--- src/rtl/booth_pkg.sv ---
// Shared radix-4 Booth definitions: group encodings, group decode and
// width helpers used by the pipelined multiplier and its partial-product slices.
package booth_pkg;

  typedef enum logic [2:0] {
    ZERO = 3'd0,
    POS1 = 3'd1,
    POS2 = 3'd2,
    NEG1 = 3'd3,
    NEG2 = 3'd4
  } booth_op_e;

  // Groups per operand: LENGTH/2 pairs plus one for the extension bits.
  function automatic int pp_num(input int length);
    return length / 2 + 1;
  endfunction

  function automatic int prod_width(input int length);
    return 2 * length;
  endfunction

  function automatic booth_op_e booth_decode(input logic [2:0] grp);
    booth_op_e op;
    case (grp)
      3'b001, 3'b010: op = POS1;
      3'b011:         op = POS2;
      3'b100:         op = NEG2;
      3'b101, 3'b110: op = NEG1;
      default:        op = ZERO;
    endcase
    return op;
  endfunction

  function automatic logic op_is_neg(input booth_op_e op);
    return (op == NEG1) || (op == NEG2);
  endfunction

endpackage

--- src/rtl/booth_pp_gen.sv ---
// One radix-4 Booth slice: selects 0, A or 2A from the extended multiplicand
// and inverts it for negative groups; the +1 completing the negation is neg.
module booth_pp_gen
  import booth_pkg::*;
#(
  parameter int LENGTH = 8
) (
  input  logic [LENGTH+1:0] a_ext,
  input  logic [2:0]        grp,
  output logic [LENGTH+1:0] pp,
  output logic              neg
);

  booth_op_e         op;
  logic [LENGTH+1:0] mag;

  always_comb begin
    op  = booth_decode(grp);
    mag = '0;
    case (op)
      POS1, NEG1: mag = a_ext;
      // 2A still fits: the extended multiplicand carries two guard bits.
      POS2, NEG2: mag = {a_ext[LENGTH:0], 1'b0};
      default:    mag = '0;
    endcase
    neg = op_is_neg(op);
    pp  = neg ? ~mag : mag;
  end

endmodule

--- src/rtl/booth_pipe_mult.sv ---
// Three-stage radix-4 Booth multiplier (capture, partial products, sum) with
// per-transaction signed/unsigned mode and whole-pipeline stall on backpressure.
module booth_pipe_mult
  import booth_pkg::*;
#(
  parameter int LENGTH = 8
) (
  input  logic                  sys_clk,
  input  logic                  sys_rst_n,
  input  logic                  in_valid_i,
  output logic                  in_ready_o,
  input  logic                  signed_i,
  input  logic [LENGTH-1:0]     a_i,
  input  logic [LENGTH-1:0]     b_i,
  output logic                  out_valid_o,
  input  logic                  out_ready_i,
  output logic [2*LENGTH-1:0]   p_o
);

  localparam int PP_NUM = pp_num(LENGTH);
  localparam int PW     = prod_width(LENGTH);
  localparam int XW     = LENGTH + 2;

  logic en;

  logic              s1_valid;
  logic [LENGTH-1:0] s1_a;
  logic [LENGTH-1:0] s1_b;
  logic              s1_signed;

  logic              s2_valid;
  logic [XW-1:0]     s2_pp [PP_NUM];
  logic [PP_NUM-1:0] s2_neg;

  logic              s3_valid;
  logic [PW-1:0]     s3_p;

  logic [XW-1:0]     a_ext;
  logic [LENGTH+2:0] b_ext;
  logic [XW-1:0]     pp_w [PP_NUM];
  logic [PP_NUM-1:0] neg_w;
  logic [PW-1:0]     ext_pp;
  logic [PW-1:0]     sum;

  // Stall only when a finished product is refused; bubbles keep moving otherwise.
  assign en          = !(s3_valid && !out_ready_i);
  assign in_ready_o  = en;
  assign out_valid_o = s3_valid;
  assign p_o         = s3_p;

  always_ff @(posedge sys_clk or negedge sys_rst_n) begin
    if (!sys_rst_n) begin
      s1_valid <= 1'b0;
      s2_valid <= 1'b0;
      s3_valid <= 1'b0;
    end else if (en) begin
      s1_valid <= in_valid_i;
      s2_valid <= s1_valid;
      s3_valid <= s2_valid;
    end
  end

  always_ff @(posedge sys_clk or negedge sys_rst_n) begin
    if (!sys_rst_n) begin
      s1_a      <= '0;
      s1_b      <= '0;
      s1_signed <= 1'b0;
    end else if (en && in_valid_i) begin
      s1_a      <= a_i;
      s1_b      <= b_i;
      s1_signed <= signed_i;
    end
  end

  // Two extension bits (sign or zero) plus the implicit 0 below the multiplier LSB.
  assign a_ext = {{2{s1_signed & s1_a[LENGTH-1]}}, s1_a};
  assign b_ext = {{2{s1_signed & s1_b[LENGTH-1]}}, s1_b, 1'b0};

  for (genvar k = 0; k < PP_NUM; k++) begin : g_pp
    booth_pp_gen #(
      .LENGTH (LENGTH)
    ) u_pp_gen (
      .a_ext (a_ext),
      .grp   (b_ext[2*k+2 -: 3]),
      .pp    (pp_w[k]),
      .neg   (neg_w[k])
    );
  end

  always_ff @(posedge sys_clk or negedge sys_rst_n) begin
    if (!sys_rst_n) begin
      for (int k = 0; k < PP_NUM; k++) begin
        s2_pp[k] <= '0;
      end
      s2_neg <= '0;
    end else if (en && s1_valid) begin
      for (int k = 0; k < PP_NUM; k++) begin
        s2_pp[k] <= pp_w[k];
      end
      s2_neg <= neg_w;
    end
  end

  // Sign-extend each partial product, weight by 4^k, add its correction bit.
  always_comb begin
    sum    = '0;
    ext_pp = '0;
    for (int k = 0; k < PP_NUM; k++) begin
      ext_pp = {{(PW-XW){s2_pp[k][XW-1]}}, s2_pp[k]};
      sum    = sum + (ext_pp << (2*k)) + (PW'(s2_neg[k]) << (2*k));
    end
  end

  always_ff @(posedge sys_clk or negedge sys_rst_n) begin
    if (!sys_rst_n) begin
      s3_p <= '0;
    end else if (en && s2_valid) begin
      s3_p <= sum;
    end
  end

endmodule
--- config.mk ---
export PLATFORM = sky130hd
export DESIGN_NAME = booth_pipe_mult
export DESIGN_NICKNAME = d
export VERILOG_FILES = /design/src/rtl/booth_pkg.sv /design/src/rtl/booth_pp_gen.sv /design/src/rtl/booth_pipe_mult.sv
export SDC_FILE = /design/constraint.sdc
export NUM_CORES = 1
export LEC_CHECK = 0
export BUFFER_PORTS_ARGS = -buffer_cell sky130_fd_sc_hd__buf_2
export CAP_MARGIN = 15
export CORE_ASPECT_RATIO = 1.5
export CORE_UTILIZATION = 40
export DETAILED_ROUTE_END_ITERATION = 16
export PLACE_DENSITY = 0.56
export SETUP_SLACK_MARGIN = 0.02
export SLEW_MARGIN = 20
export SYNTH_ARGS = -nofsm -noshare
export SYNTH_HDL_FRONTEND = slang
export SYNTH_SLANG_ARGS = --single-unit
--- constraint.sdc ---
create_clock -name sys_clk -period 3.72 [get_ports sys_clk]
set_clock_uncertainty 0.05 [all_clocks]
set_input_delay 0.558 -clock sys_clk [delete_from_list [all_inputs] [get_ports sys_clk]]
set_output_delay 0.558 -clock sys_clk [all_outputs]
set_load 0.05 [all_outputs]
Word level (Yosys, flattened, before mapping):

Index checks and enable logic that the tools add are counted.

* input port bits: 21
* flip-flop bits (word level): 89

* reduce and logical (&&, ||, !) cells: 29
* multiplexer cells: 15
* bitwise logic cells: 7
* $add $sub $neg: 9
* eq/ne operators: 47

Operators by type and width (number)
* 10-bit case mux with 2 select lines: 4
* 3-bit by 2-bit == test with 1-bit output (second input constant): 18
* 3-bit == test (second input constant): 17
* 3-bit case mux with 4 select lines: 4
* 10-bit 2-to-1 mux: 4
* 10-bit NOT: 4
* 2-bit OR reduction: 18
* 16-bit adder: 2
* 3-bit by 1-bit == test with 1-bit output (second input constant): 9
* 15-bit by 6-bit adder with 16-bit output: 1
* 16-bit by 7-bit adder with 16-bit output: 1
* 16-bit by 9-bit adder with 16-bit output: 1
* 8-bit case mux with 2 select lines: 1
* 14-bit by 14-bit adder with 15-bit output: 1
* 13-bit by 4-bit adder with 14-bit output: 1
* 11-bit by 12-bit adder with 13-bit output: 1
* 10-bit by 2-bit adder with 11-bit output: 1
* 3-bit case mux with 3 select lines: 1
* 8-bit 2-to-1 mux: 1
* 8-bit NOT: 1
* 1-bit logical OR: 5
* 2-bit == test (second input constant): 2
* 1-bit logical AND: 4
* 1-bit AND: 2
* 2 further kinds: 3

Depth between registers and ports, before layout:

Gate-level depths: netlist of the first run.

* word-level depth: 9
* gate-level depth with buffers: 13

Hierarchy:

From an unflattened synthesis of the first run, not the netlist that was laid out.

* cells, all modules: 586
* area total of the unflattened synthesis: 6538.8 um^2

Modules (own cells, without submodules)
* booth_pipe_mult: area each 4993.5 um^2, times used 1, cells each 396, sequential area each 2227.1 um^2
* booth_pp_gen: area each 309.0 um^2, times used 5, cells each 38, sequential area each 0.0 um^2

Least setup slack after synthesis of the first run:

Ideal clock, no wire load.

* path kind: register -> register
* from: register s2_pp[14] (netlist name)
* to: register s3_p[15] (netlist: p_o[15])
* arrival: 3.360 ns
* library setup time: 0.130 ns
* clock period less this slack: 3.541 ns
* cell stages (with the launch flop): 14
* path slack: 0.179 ns
* buffers on the path: 0
* cell sequence: dfrtp_1 > inv_1 > fa_1 > inv_1 > fa_1 > inv_1 > fa_1 > inv_1 > ha_1 > a21oi_1 > o211ai_1 > a2111oi_0 > or4_1 > nand3_1

* cells in the longest elaborated chain, start to end: 4

Ends and longest elaborated chain
* from (decl): line booth_pipe_mult.sv:32 `logic [XW-1:0] s2_pp [PP_NUM];`
* from (signal, indexed assignment): line booth_pipe_mult.sv:98 `s2_pp[k] <= pp_w[k];`
* 16-bit adder: line booth_pipe_mult.sv:110 `sum = sum + (ext_pp << (2*k)) + (PW'(s2_neg[k]) << (2*k));`
* 16-bit by 7-bit adder with 16-bit output: line booth_pipe_mult.sv:110
* 16-bit adder: line booth_pipe_mult.sv:110
* 16-bit by 9-bit adder with 16-bit output: line booth_pipe_mult.sv:110
* to (signal assigned): line booth_pipe_mult.sv:118 `s3_p <= sum;`
* to (decl): line booth_pipe_mult.sv:36 `logic [PW-1:0] s3_p;`

Every way passes these cells.
A chain may end at the register's enable or synchronous reset.

Final worst setup path of the first run:

* from: register s2_pp[39] (netlist name)
* to: register s3_p[14] (netlist: p_o[14])

* cells in the longest elaborated chain, start to end: 8

Ends and longest elaborated chain (line)
* 11-bit by 12-bit adder with 13-bit output: booth_pipe_mult.sv:110
* 13-bit by 4-bit adder with 14-bit output: booth_pipe_mult.sv:110
* 14-bit by 14-bit adder with 15-bit output: booth_pipe_mult.sv:110
* 15-bit by 6-bit adder with 16-bit output: booth_pipe_mult.sv:110
* 16-bit adder: booth_pipe_mult.sv:110
* 16-bit by 7-bit adder with 16-bit output: booth_pipe_mult.sv:110
* 16-bit adder: booth_pipe_mult.sv:110
* 16-bit by 9-bit adder with 16-bit output: booth_pipe_mult.sv:110

Every way passes these cells.

==> flow_summary_export.csv, run 1 <==
group,metric,value,unit
synthesis,ys_warn_count,0,
die,core-area,14190,µm²
routing,dr.first_iter.drc_count,197,
place,gp_congestion,0.8453,
timing,grt_setup_unrepaired,"true",
critical_path,timing_worst_setup_path_type,"reg2reg",
clock_tree,hold_buffers,0,
timing,fmax,279.9,MHz
die,num_io_pins,39,
timing,period_minus_slack,3.573,ns
synthesis,synthFlopType,"dfrtp_1",
grt,grt_antenna_before_repair,0,
routing,vias_per_cell,5.004,
timing,post-route-period-util,96.06,%
die,die_area,15210,µm²
layout,drive_gt1_share,15.63,%
clock_tree,clkSinkCount,89,
routing,vias,4163,
critical_path,cp-start-kind,"flip-flop",
routing,dr.pass1.iters,4,
layout,final_util,46.83,%
synthesis,synth_async_sr_flop_share,100.0,%
timing,fin_setup_tns,0,ns
critical_path,cp-end-kind,"flip-flop",
die,start_util,41.46,%
timing,slew_headroom,44.45,%
synthesis,synth-seq-area-share,37.86,%
place,hpwl,9555,µm
synthesis,netlist_area,5883,µm²
timing,worst_hold_slack,0.08814,ns
timing,hold_viol,0,
synthesis,ys_ff_latch,89,
run_status,status,"complete, no violations",
synthesis,synth_cell_type_count,50,
timing,worst_slew_pin_slew,0.8123,ns
grt,grtUsageTotal,18.12,%
clock_tree,clock_path_buffers,2,
layout,diodes,0,
layout,synthToLayoutAreaGrowth,12.97,%
timing,setup_ws,0.1467,ns
synthesis,synth.avg_cell_area,9.551,µm²
clock_tree,cts-buffers-inserted,9,
synthesis,synth.net_count,696,
synthesis,syn_inst,616,
die,die_x,101.0,µm
routing,wire_per_inst,15.00,µm
grt,grt_max_degree,54,
clock_tree,insertion_delay,0.34,ns
place,port-buffer-count,38,
min_path,hp-class,"in2async",
clock_tree,cts_tree,"yes",
place,place_ws,-0.04815,ns
clock_tree,root_buffer,"clkbuf_16",
grt,overflow,0,
routing,drc,0,
synthesis,synth-edff-count,0,
grt,grt_pass1_vias,4262,
routing,final_antenna_net_count,0,
job,cap_violations,0,
critical_path,path_max_fanout,4,
timing,drv_slew,0,
critical_path,worstPathArrival,3.77,ns
routing,drt-total-wl,12480,µm
layout,n_fill_cell,1423,
die,die_h,150.5,µm
clock_tree,clk_pin_slew_worst_paths,0.07,ns
critical_path,critPathRequiredTime,3.92,ns
layout,final_nets,715,
die,rows,53,
clock_tree,clock_tree.htree_level_count,3,
timing,setup_viol,0,
grt,grt_pass1_wl,20910,µm
per-stage QoR:
stage          instance area (µm²)  cells
5_1_grt                       6646    832
2_1_floorplan                 5883    616
6_report                      6646    832
3_3_place_gp                  6215    815
4_1_cts                       6564    831
3_5_place_dp                  6215    815
registers in the layout (all words and copies together) (netlist names):
register / flops
s2_pp: 40
p_o: 16
ext_pp: 8
s1_a: 8
s1_b: 8
s2_neg: 5
out_valid_o: 1
s1_signed: 1
s1_valid: 1
s2_valid: 1
cell families (layout without fill, tap and decap cells):
logic type / Yosys count / in the layout / synth area share, %
fa+ha+maj: 59 / 59 / 16.38
buf+inv: 117 / 141 / 8.230
simple gates: 140 / 140 / 9.698
compound gates: 135 / 135 / 14.61
mux: 34 / 34 / 6.274
xor+xnor: 42 / 42 / 6.955
flops: 89 / 89 / 37.86
placed cells by master (no fill, tap or decap), types with 3 or more instances in the layout:
| master | instances |
|---|---|
| buf_4 | 13 |
| fa_1 | 30 |
| nand2_1 | 67 |
| o21ai_1 | 24 |
| o211ai_1 | 3 |
| a211oi_1 | 5 |
| o21ai_0 | 20 |
| a2111oi_0 | 18 |
| nor2b_1 | 3 |
| dfrtp_1 | 89 |
| ha_1 | 28 |
| mux2_1 | 5 |
| xor2_1 | 6 |
| a21oi_2 | 3 |
| nor2_1 | 57 |
| inv_1 | 74 |
| mux2_2 | 18 |
| mux2i_1 | 11 |
| clkbuf_16 | 9 |
| buf_2 | 37 |
| a22oi_1 | 8 |
| a21oi_1 | 29 |
| a21o_1 | 3 |
| a2111oi_4 | 3 |
| xnor2_1 | 33 |
path summary, 6_finish.rpt:
path	startpoint	end	slack, ns	cells after the start
setup / recovery	s2_pp[39]	p_o[14]	0.15	11
hold reg to reg	p_o[9]	p_o[9]	0.43	2
max in group asynchronous	sys_rst_n	ext_pp[1]	2.76	2
hold / removal	sys_rst_n	out_valid_o	0.09	1
min in group sys_clk	a_i[4]	s1_a[4]	0.39	2
setup reg to reg	s2_pp[39]	p_o[14]	0.15	11
cells in the mapped netlist, types with 3 or more instances:
cell type	number	area, µm²
dfrtp_1	89	2227
inv_1	74	277.8
nand2_1	68	255.2
nor2_1	57	214.0
xnor2_1	33	289.0
a21oi_1	32	160.2
fa_1	30	600.6
clkbuf_1	29	108.9
ha_1	29	362.9
o21ai_0	22	110.1
o21ai_1	22	110.1
a2111oi_0	21	183.9
mux2_2	18	202.7
mux2i_1	11	110.1
buf_2	9	45.04
a22oi_1	8	60.06
a211oi_1	6	45.04
xor2_1	6	52.55
mux2_1	5	56.30
a21o_1	3	22.52
nor2b_1	3	18.77
o211ai_1	3	22.52
critical path: stages, from the launching register on:
cell       delay [ns]
dfrtp_1          0.38
inv_1            0.15
fa_1             0.49
fa_1             0.54
fa_1             0.55
inv_1            0.04
ha_1             0.36
a21oi_2          0.20
o21bai_1         0.11
a2111oi_1        0.40
mux2i_1          0.13
o311ai_1         0.10
cell type report:
class	count	area (µm²)	area share (%)
multi-input cells	410	3261	49.06
flip-flops and latches	89	2227	33.51
inverters	74	277.8	4.179
clock inverters	5	85.08	1.280
repair buffers	51	302.8	4.556
well taps	192	240.2	3.614
clock buffers	11	252.7	3.803
what timing repair did:
| action | in CTS | in global routing |
|---|---|---|
| resized for setup | 3 | 14 |
| pin swaps | 0 | 4 |
| setup endpoints to repair | 2 | 4 |
| endpoints found under the hold margin | 0 | 0 |
| setup buffers | 0 | 1 |
layer usage:
layer | wire length, µm | GRT usage (%) | vias up
li1 | - | - | 2084
met1 | 5337 | 21.61 | 2001
met4 | 427 | 9.130 | 0
met3 | 255 | 2.228 | 21
met5 | 0 | 0 | -
met2 | 6462 | 31.88 | 57
Power of run 1 is not shown: default switching activity piles up to over one toggle a cycle in this logic, so the estimate is an artifact.
==> inputs of run 2 (changes only) <==
clock period = 3.2 ns   (was 3.72 ns; I/O delays follow)
==> flow_summary_export.csv, run 2 (synthesis gave the netlist of run 1 again) <==
group,metric,value,unit
die,die_x,101.0,µm
clock_tree,clock_tree.htree_level_count,3,
critical_path,cp-end-kind,"flip-flop",
critical_path,cp_cell_sequence,"buf_4, fa_1, fa_1, inv_1, fa_1, inv_1, ha_1, inv_1, nor2_1, nor2_1, or4_1, nand3_1",
grt,grt_antenna_before_repair,0,
grt,grt_max_degree,57,
clock_tree,root_buffer,"clkbuf_16",
grt,overflow,0,
layout,regMostFlops,"s2_pp",
run_status,status,"finished, violations left",
timing,setup_ws,-0.1804,ns
critical_path,path_max_fanout,2,
die,start_util,41.46,%
grt,grtUsageTotal,18.40,%
timing,worst_hold_slack,0.1362,ns
critical_path,cp-start-kind,"flip-flop",
clock_tree,clkSinkCount,89,
critical_path,reg2reg_from,"s2_pp[39]",
routing,dr.first_iter.drc_count,177,
layout,mostFrequentLayoutCells,"dfrtp_1 (89), nand2_1 (66), inv_1 (64), buf_4 (58), nor2_1 (57)",
timing,slew_headroom,45.41,%
die,die_area,15210,µm²
clock_tree,cts-buffers-inserted,9,
layout,synthToLayoutAreaGrowth,20.76,%
routing,vias,4339,
grt,grt_pass1_wl,21360,µm
critical_path,cpPeakStageDelay,0.54,ns
die,rows,53,
critical_path,slowest_stage,"fa_1",
routing,drt-total-wl,12860,µm
clock_tree,insertion_delay,0.35,ns
min_path,hp-class,"in2async",
critical_path,crit_path_start,"s2_pp[39]",
layout,n_fill_cell,1354,
die,num_io_pins,39,
layout,drive_gt1_share,25.66,%
job,cap_violations,0,
grt,grt_pass1_vias,4299,
timing,worst_slew_pin_slew,0.8168,ns
layout,finalNonFillerCells,878,
timing,period_minus_slack,3.380,ns
timing,grt_setup_unrepaired,"true",
run_status,violations,"negative setup slack",
timing,fin_setup_tns,-0.5642,ns
critical_path,timing_worst_setup_path_type,"reg2reg",
clock_tree,clk_pin_slew_worst_paths,0.07,ns
critical_path,critPathRequiredTime,3.44,ns
layout,diodes,0,
place,gp_congestion,0.8198,
layout,final_util,50.06,%
place,port-buffer-count,38,
die,die_h,150.5,µm
layout,final_nets,761,
place,hpwl,9437,µm
routing,vias_per_cell,4.942,
timing,hold_viol,0,
layout,largest_register_ffs,40,
routing,final_antenna_net_count,0,
timing,setup_viol,5,
clock_tree,clock_path_buffers,2,
routing,drc,0,
place,dpl.cell_count,852,
timing,drv_slew,0,
clock_tree,cts_tree,"yes",
die,core-area,14190,µm²
critical_path,worstPathArrival,3.62,ns
timing,fmax,295.8,MHz
timing,post-route-period-util,105.6,%
routing,wire_per_inst,14.65,µm
layout,final_common_cell,"dfrtp_1",
clock_tree,hold_buffers,0,
routing,dr.pass1.iters,4,
-- run 2: cell types whose count changed in the layout (fill, tap and decap cells not counted), sizes merged --
| cell | delta |
|---|---|
| buf | +46 |
| inv | +1 |
| clkbuf | -2 |
| clkinvlp | +2 |
| clkinv | +1 |
| bufinv | -2 |
-- run 2: what timing repair did --
item | 4_1_cts | 5_1_grt
pin swaps | 13 | 23
setup buffers | 3 | 8
gates resized for setup | 9 | 16
setup endpoints to repair | 6 | 8
-- run 2: worst paths after layout --
path,to,slack (ns),depth (start not counted)
min in group sys_clk,s1_b[6],0.31,2
min,p_o[14],0.14,1
min reg2reg,p_o[8],0.43,2
max in group asynchronous,s2_pp[19],2.24,2
max reg2reg,p_o[15],-0.18,12
max,p_o[15],-0.18,12
-- run 2: routing by layer --
| metal | vias up | GRT usage, % | part of all wire (%) |
|---|---|---|---|
| li1 | 2168 | - | - |
| met1 | 2075 | 23.49 | 45 |
| met2 | 73 | 30.86 | 49 |
| met3 | 23 | 2.461 | 2.7 |
| met4 | 0 | 8.406 | 3.4 |
| met5 | - | 0 | 0 |
-- run 2: layout make-up --
class                      count  area (µm²)  area share [%]
timing repair buffer          97       643.1           9.052
clock inverter                 7       62.56          0.8806
tap                          192       240.2           3.381
clock buffer                   9       225.2           3.170
inverter                      74       277.8           3.910
multi-input combinational    410        3428           48.26
sequential                    89        2227           31.35
-- run 2: critical path: cells and delay by family (launching register included) --
family,cells,cell delay [ns]
flops,1,0.39
simple gates,4,0.76
fa+ha+maj,4,1.82
buf+inv,4,0.30
-- run 2: metrics by stage --
stage	setup slack, ns	instance area (µm²)
2_1_floorplan	-0.09074	6017
3_3_place_gp	-0.2393	6614
3_5_place_dp	-0.2556	6614
4_1_cts	-0.1954	6957
5_1_grt	-0.3118	7104
6_report	-0.1804	7104
Power of run 2 is left out for the same reason.
==> inputs of run 3 (changes only) <==
SETUP_SLACK_MARGIN = 0.3   (was 0.02)
==> flow_summary_export.csv, run 3 (synthesis gave the netlist of run 1 again) <==
group,metric,value,unit
run_status,status,"finished, violations left",
run_status,violations,"negative setup slack",
die,core-area,14190,µm²
clock_tree,insertion_delay,0.34,ns
grt,grt_pass1_wl,21140,µm
die,die_x,101.0,µm
timing,fin_setup_tns,-0.5248,ns
clock_tree,root_buffer,"clkbuf_16",
timing,setup_ws,-0.1755,ns
min_path,hp-class,"in2async",
timing,worst_hold_slack,0.1295,ns
routing,wire_per_inst,14.81,µm
die,num_io_pins,39,
grt,grt_pass1_vias,4294,
place,place_ws,-0.2475,ns
die,rows,53,
clock_tree,cts-buffers-inserted,9,
clock_tree,clock_tree.htree_level_count,3,
critical_path,cp-start-kind,"flip-flop",
layout,regArea,2227,µm²
grt,grt_antenna_before_repair,0,
layout,synthToLayoutAreaGrowth,21.71,%
place,port-buffer-count,38,
critical_path,cp_cell_sequence,"inv_2, fa_1, inv_1, fa_1, fa_1, ha_4, o211ai_1, o211ai_1, a2111oi_2, or4_1, nand3_1",
routing,drc,0,
critical_path,timing_worst_setup_path_type,"reg2reg",
critical_path,slowest_stage,"fa_1",
layout,mostFrequentLayoutCells,"dfrtp_1 (89), nand2_1 (67), inv_1 (62), nor2_1 (55), buf_4 (53)",
layout,finalNonFillerCells,877,
critical_path,crit_top_cell,"fa_1",
timing,post-route-period-util,105.5,%
die,die_area,15210,µm²
grt,grtUsageTotal,18.30,%
die,start_util,41.46,%
critical_path,cp-end-kind,"flip-flop",
grt,overflow,0,
timing,fmax,296.3,MHz
layout,largest_register_ffs,40,
layout,final_nets,760,
layout,drive_gt1_share,26.42,%
clock_tree,clkSinkCount,89,
place,dpl.cell_count,852,
timing,setup_viol,6,
critical_path,critPathRequiredTime,3.44,ns
grt,grt_max_degree,54,
layout,n_fill_cell,1370,
timing,period_minus_slack,3.375,ns
critical_path,cpPeakStageDelay,0.53,ns
routing,vias_per_cell,4.943,
clock_tree,cts_tree,"yes",
routing,vias,4335,
job,cap_violations,0,
timing,slew_headroom,46.63,%
layout,final_common_cell,"dfrtp_1",
critical_path,ff2ff_setup_slack,-0.18,ns
layout,multiInputGateArea,3442,µm²
timing,hold_viol,0,
timing,drv_slew,0,
routing,dr.pass1.iters,4,
timing,grt_setup_unrepaired,"true",
clock_tree,clk_pin_slew_worst_paths,0.07,ns
timing,worst_slew_pin_slew,0.7986,ns
critical_path,worstPathArrival,3.61,ns
routing,final_antenna_net_count,0,
layout,regMostFlops,"s2_pp",
routing,drt-total-wl,12990,µm
place,hpwl,9566,µm
layout,diodes,0,
die,die_h,150.5,µm
critical_path,path_max_fanout,3,
clock_tree,clock_path_buffers,2,
place,gp_congestion,0.8195,
routing,dr.first_iter.drc_count,142,
## run 3: changes by cell type in the layout (fill, tap and decap cells not counted), moves of 2 or more
cell | previous run | this run
inv_8 | 2 | 0
buf_4 | 58 | 53
inv_1 | 64 | 62
clkinvlp_4 | 3 | 1
inv_2 | 10 | 12
nor2_2 | 0 | 2
buf_6 | 2 | 5
nor2_1 | 57 | 55
## run 3: final timing paths
path                       startpoint  endpoint  depth (start not counted)
max in group asynchronous   sys_rst_n   s1_b[4]                          2
min reg2reg                   p_o[10]   p_o[10]                          2
min                         sys_rst_n   p_o[14]                          1
max                         s2_pp[11]   p_o[15]                         11
min in group sys_clk           a_i[5]   s1_a[5]                          2
max reg2reg                 s2_pp[11]   p_o[15]                         11
## run 3: area by class of cell
| cell class | instances | area share (%) |
|---|---|---|
| well taps | 192 | 3.355 |
| flip-flops and latches | 89 | 31.10 |
| multi-input cells | 410 | 48.07 |
| clock buffers | 9 | 3.145 |
| clock inverters | 7 | 1.241 |
| inverters | 74 | 3.879 |
| repair buffers | 96 | 9.208 |
## run 3: per-layer routing
layer  up-vias  GRT usage, %  routed length (µm)
met5         -             0                   0
met4         0         8.333                 361
met3        15         2.646                 286
met2        58         30.86                6494
met1      2094         23.10                5846
li1       2168             -                   -
## run 3: worst max-delay path: cells and delay by family, from the launching register on
family	cells	cell delay (ns)
flops	1	0.34
fa+ha+maj	4	1.78
buf+inv	2	0.10
simple gates	2	0.50
compound gates	3	0.54
## run 3: per-stage QoR
| step | util, % | instance area [µm²] |
|---|---|---|
| after floorplan | - | 6017 |
| after global placement | 46.69 | 6626 |
| after detailed placement | 46.69 | 6626 |
| after CTS | 49.58 | 7036 |
| after global routing | 50.46 | 7161 |
| final | 50.46 | 7161 |
## run 3: what timing repair did
| item | in CTS | in global routing |
|---|---|---|
| gates resized for setup | 16 | 20 |
| setup endpoints to repair | 9 | 9 |
| hold buffers | 0 | 0 |
| buffers inserted | 3 | 6 |
| pin swaps | 21 | 24 |
Power of run 3 is left out for the same reason.
